### src/rtl/branch_predictor.sv
// BTB-based direction/target predictor with 2-bit counters, plus the
// Execute-stage misprediction check that drives redirect, flushes and statistics.
module branch_predictor #(
    parameter int unsigned ENTRIES = 16
) (
    input  logic        clk,
    input  logic        rst_n,
    input  logic [31:0] PCF,
    output logic        predTakenF,
    output logic [31:0] predTargetF,
    input  logic        validE,
    input  logic [31:0] PCE,
    input  logic [31:0] PCPlus4E,
    input  logic [2:0]  branchE,
    input  logic [1:0]  jumpE,
    input  logic [1:0]  PCSrcE,
    input  logic [31:0] actualTargetE,
    input  logic        predTakenE,
    input  logic [31:0] predTargetE,
    output logic        redirectE,
    output logic [31:0] redirectPCE,
    output logic        flushD,
    output logic        flushE,
    output logic [15:0] branchCount,
    output logic [15:0] mispredictCount
);
    localparam int unsigned IDX   = $clog2(ENTRIES);
    localparam int unsigned TAG_W = 32 - IDX - 2;
    localparam logic [15:0] CNT_MAX = 16'hFFFF;

    logic             valid_q  [ENTRIES];
    logic             valid_d  [ENTRIES];
    logic [TAG_W-1:0] tag_q    [ENTRIES];
    logic [TAG_W-1:0] tag_d    [ENTRIES];
    logic [31:0]      target_q [ENTRIES];
    logic [31:0]      target_d [ENTRIES];
    logic [1:0]       ctr_q    [ENTRIES];
    logic [1:0]       ctr_d    [ENTRIES];
    logic [15:0]      branch_cnt_q, branch_cnt_d;
    logic [15:0]      misp_cnt_q, misp_cnt_d;

    logic [IDX-1:0]   f_idx, e_idx;
    logic [TAG_W-1:0] f_tag, e_tag;
    logic             f_hit, e_hit;
    logic             cf_e, taken_e, misp_e;
    logic             unused_pce_low;

    assign unused_pce_low = ^PCE[1:0];

    // Fetch-side lookup sees the registered (pre-update) BTB contents.
    assign f_idx       = PCF[IDX+1:2];
    assign f_tag       = PCF[31:IDX+2];
    assign f_hit       = valid_q[f_idx] && (tag_q[f_idx] == f_tag);
    assign predTakenF  = f_hit && ctr_q[f_idx][1];
    assign predTargetF = predTakenF ? target_q[f_idx] : PCF + 32'd4;

    assign e_idx   = PCE[IDX+1:2];
    assign e_tag   = PCE[31:IDX+2];
    assign e_hit   = valid_q[e_idx] && (tag_q[e_idx] == e_tag);
    assign cf_e    = validE && ((branchE != 3'd0) || (jumpE != 2'd0));
    assign taken_e = (PCSrcE != 2'b00);
    assign misp_e  = validE && ((taken_e != predTakenE) ||
                                (taken_e && (predTargetE != actualTargetE)));

    assign redirectE       = misp_e;
    assign flushD          = misp_e;
    assign flushE          = misp_e;
    assign redirectPCE     = taken_e ? actualTargetE : PCPlus4E;
    assign branchCount     = branch_cnt_q;
    assign mispredictCount = misp_cnt_q;

    // BTB and statistics next-state.
    always_comb begin
        valid_d      = valid_q;
        tag_d        = tag_q;
        target_d     = target_q;
        ctr_d        = ctr_q;
        branch_cnt_d = branch_cnt_q;
        misp_cnt_d   = misp_cnt_q;
        if (cf_e) begin
            if (e_hit) begin
                if (taken_e) begin
                    ctr_d[e_idx]    = (ctr_q[e_idx] == 2'b11) ? 2'b11 : ctr_q[e_idx] + 2'd1;
                    target_d[e_idx] = actualTargetE;
                end else begin
                    ctr_d[e_idx]    = (ctr_q[e_idx] == 2'b00) ? 2'b00 : ctr_q[e_idx] - 2'd1;
                end
            end else if (taken_e) begin
                valid_d[e_idx]  = 1'b1;
                tag_d[e_idx]    = e_tag;
                target_d[e_idx] = actualTargetE;
                ctr_d[e_idx]    = 2'b10;
            end
            if (branch_cnt_q != CNT_MAX) begin
                branch_cnt_d = branch_cnt_q + 16'd1;
            end
        end
        if (misp_e && (misp_cnt_q != CNT_MAX)) begin
            misp_cnt_d = misp_cnt_q + 16'd1;
        end
    end

    always_ff @(posedge clk or negedge rst_n) begin
        if (!rst_n) begin
            for (int i = 0; i < ENTRIES; i++) begin
                valid_q[i]  <= 1'b0;
                tag_q[i]    <= '0;
                target_q[i] <= '0;
                ctr_q[i]    <= 2'b00;
            end
            branch_cnt_q <= '0;
            misp_cnt_q   <= '0;
        end else begin
            valid_q      <= valid_d;
            tag_q        <= tag_d;
            target_q     <= target_d;
            ctr_q        <= ctr_d;
            branch_cnt_q <= branch_cnt_d;
            misp_cnt_q   <= misp_cnt_d;
        end
    end
endmodule

### config.mk
export PLATFORM = sky130hd
export DESIGN_NAME = branch_predictor
export DESIGN_NICKNAME = d
export VERILOG_FILES = /design/src/rtl/branch_predictor.sv
export SDC_FILE = /design/constraint.sdc
export NUM_CORES = 2
export LEC_CHECK = 0
export BUFFER_PORTS_ARGS = -buffer_cell sky130_fd_sc_hd__buf_4
export CORE_MARGIN = 5
export CORE_UTILIZATION = 60
export CTS_CLUSTER_SIZE = 14
export DETAILED_ROUTE_END_ITERATION = 10
export PLACE_DENSITY = 0.85
export SLEW_MARGIN = 20
export SYNTH_ARGS = -nofsm -noshare
export SYNTH_HDL_FRONTEND = slang
export SYNTH_SLANG_ARGS = --single-unit
### constraint.sdc
create_clock -name clk -period 6.22 [get_ports clk]
set_clock_uncertainty 0.15 [all_clocks]
set_input_delay 0 -clock clk [delete_from_list [all_inputs] [get_ports clk]]
set_output_delay 0 -clock clk [all_outputs]
set_load 0.03 [all_outputs]
==> flow_summary.json <==
{
  "drv_slew": 0,
  "clockPowerShare_pct": 31.9,
  "min_path_type": "input port to flip-flop",
  "synth_cells": 3540,
  "maxCapViolations": 0,
  "register_area_um2": 25220,
  "crit_arrival_ps": 4660,
  "numCtsBuffers": 102,
  "path_clk_slew_ps": 60,
  "grt_pass1_vias": 35390,
  "synth_cell_type_count": 68,
  "nNetsFinal": 3877,
  "wl_per_cell_um": 29.93,
  "syn_area_um2": 51980,
  "initial_utilization_pct": 60.20,
  "synth_top_area_share_pct": 48.53,
  "internal_power_uw": 14410,
  "slowest_stage": "or4_1",
  "worstPathMaxFanout": 33,
  "dp_hpwl_um": 88790,
  "tns_ps": 0,
  "endpoint_kind": "primary output",
  "drtAntennaViolNets": 0,
  "synth-seq-cells": 1008,
  "setup_ws_ps": 1410,
  "cts_resized": 0,
  "stdcell_count": 4946,
  "path_class": "flip-flop to primary output",
  "drive_gt1_share_pct": 49.66,
  "min_period_ps": 4810,
  "grt_busiest_layer": "met2",
  "cpPeakStageDelay_ps": 680,
  "status": "finished, final reports clean",
  "first_pass_iters": 6,
  "yosysMostFrequentCell": "dfrtp_1",
  "synthFlopType": "dfrtp_1",
  "finalHoldViolations": 0,
  "power.leakage_uw": 0.02530,
  "synth_edf_count": 0,
  "synthTopCellsByArea": "dfrtp_1, mux2_2, mux4_2, mux2i_1, clkbuf_1",
  "cts_tree": "done",
  "pwr-share-seq_pct": 45.6,
  "fmax_mhz": 207.9,
  "drc": 0,
  "synth.largest_area_cell": "dfrtp_1",
  "multiInputGateArea_um2": 25130,
  "cp_common_cell": "buf_4",
  "syn_avg_cell_area_um2": 14.68,
  "grt_use_met3_pct": 9.221,
  "async_flop_share_pct": 100.0,
  "synth_warnings": 0,
  "routed_via_density": 6.821,
  "antenna_found_initial": 9,
  "grt_util_all_layers_pct": 31.80,
  "final.period_utilization_pct": 77.33,
  "num_vias": 33740,
  "root_buffer": "clkbuf_16",
  "dieArea_um2": 92610,
  "wl_um": 148000,
  "tightest_slew_ps": 1161,
  "port-buffer-count": 268,
  "h-tree-depth": 3,
  "cts_hold_buf": 63,
  "place_ws_ps": 1428,
  "rows": 108,
  "clk_path_buf_depth": 3,
  "maxSlewHeadroom_pct": 22.42,
  "synth_common_cells": "dfrtp_1, mux2_2, mux4_2, clkbuf_1, nand2_1",
  "post-cts-setup-buffers": 0,
  "setup_violations": 0,
  "yosysSeqAreaShare_pct": 48.53,
  "io_pins": 271,
  "coreArea_um2": 86350,
  "die_w_um": 304.3,
  "grt_max_degree": 178,
  "syn_nets": 3714,
  "fillers": 5609,
  "grt_overflow_total": 0,
  "power_switching_uw": 5590,
  "crit_path_start_kind": "flip-flop",
  "grtUsageMet2_pct": 49.07,
  "crit_chain": "mux4_2, mux2i_1, xnor2_1, a22oi_1, o21ai_0, or4_1, nor4_4, buf_4, mux2_2, buf_4",
  "comb_power_share_pct": 22.5,
  "gp_congestion": 0.9139,
  "grtUsageMet1_pct": 43.39,
  "required_ps": 6070,
  "area_growth_pct": 12.96,
  "drt_first_iter_violations": 3731,
  "power_uw": 20000,
  "grt_pass1_wl_um": 225300,
  "die_h_um": 304.3,
  "clock_latency_ps": 700,
  "rsz0062_at_grt": "false",
  "p_per_area_nw_per_um2": 340.7,
  "switching_share_pct": 27.95,
  "dp.cells": 4691,
  "ir_drop_uv": 294.2,
  "cts_sinks": 1008
}
layer usage:
metal / wire [um] / vias up
met3: 16100 / 453
met1: 55620 / 17770
li1: - / 13580
met4: 6798 / 12
met5: 76 / -
met2: 69450 / 1929
per-stage QoR:
step	util, %	instance area, um^2	hold WS (ps)
after floorplan	-	51980	-445.6
after global placement	63.20	54570	-17.60
after detailed placement	63.20	54570	-4.908
after CTS	67.98	58700	50.05
after global routing	67.98	58700	91.56
final	67.99	58710	90.08
cells by family after synthesis:
kind of cell	after synthesis	share of synthesized area, %
and+or+nand+nor	419	4.140
DFF	1008	48.53
adders and majority gates	4	0.09148
xor gates and xnor gates	141	2.376
buffers and inverters	358	3.365
muxes	1433	39.04
AOI/OAI and AO/OA	177	2.458
worst max-delay path: cells and delay by family (launching register included):
family | cells | cell delay [ps]
muxes | 3 | 1240
and+or+nand+nor | 2 | 860
xor gates and xnor gates | 1 | 220
DFF | 1 | 410
AOI/OAI and AO/OA | 2 | 390
buffers and inverters | 2 | 790
cell usage in the layout (no fill, tap or decap), types with 33 or more instances in the layout:
master / count
o41ai_1: 33
nand2_1: 160
xnor2_1: 64
dfrtp_1: 1008
clkbuf_16: 104
nand3_1: 40
nor2_1: 52
buf_4: 321
mux2i_1: 90
mux2_2: 955
dlygate4sd3_1: 62
xor2_1: 77
mux4_2: 379
o21ai_0: 37
area by class of cell:
class | instances | share of cell area [%]
multi-input combinational | 2174 | 42.81
timing repair buffer | 401 | 5.718
clock buffer | 153 | 5.155
antenna | 5 | 0.02131
sequential | 1008 | 42.96
inverter | 16 | 0.1023
clock inverter | 34 | 0.7693
tap | 1155 | 2.461
flip-flops by register name (all words and copies together) (netlist names):
| register | count |
|---|---|
| target_q | 512 |
| mispredictCount | 16 |
| valid_q | 16 |
| tag_q | 416 |
| ctr_q | 32 |
| branchCount | 16 |
worst paths after layout:
kind                                             endpoint              startpoint  cells past startpoint  slack (ps)
worst max-delay path                      predTargetF[20]   tag_q[15]$_DFFE_PN0P_                     10        1410
worst min-delay path            target_q[272]$_DFFE_PN0P_       actualTargetE[16]                      3          90
max in group asynchronous       target_q[382]$_DFFE_PN0P_                   rst_n                      5        4390
worst min register to register     valid_q[4]$_DFFE_PN0P_  valid_q[4]$_DFFE_PN0P_                      1         350
min in group asynchronous       target_q[496]$_DFFE_PN0P_                   rst_n                      4         440
worst max register to register     tag_q[227]$_DFFE_PN0P_  tag_q[328]$_DFFE_PN0P_                     11        1640
power by group through the flow:
stage	logic [uW]	registers, uW	clock network, uW
after detailed placement	4400	9150	0
after global routing	4810	9260	6710
after global placement	4250	9020	0
after CTS	4480	9060	6430
after floorplan	3280	8870	0
final	4500	9110	6390
Note: power is estimated with default switching activity, not from simulation.
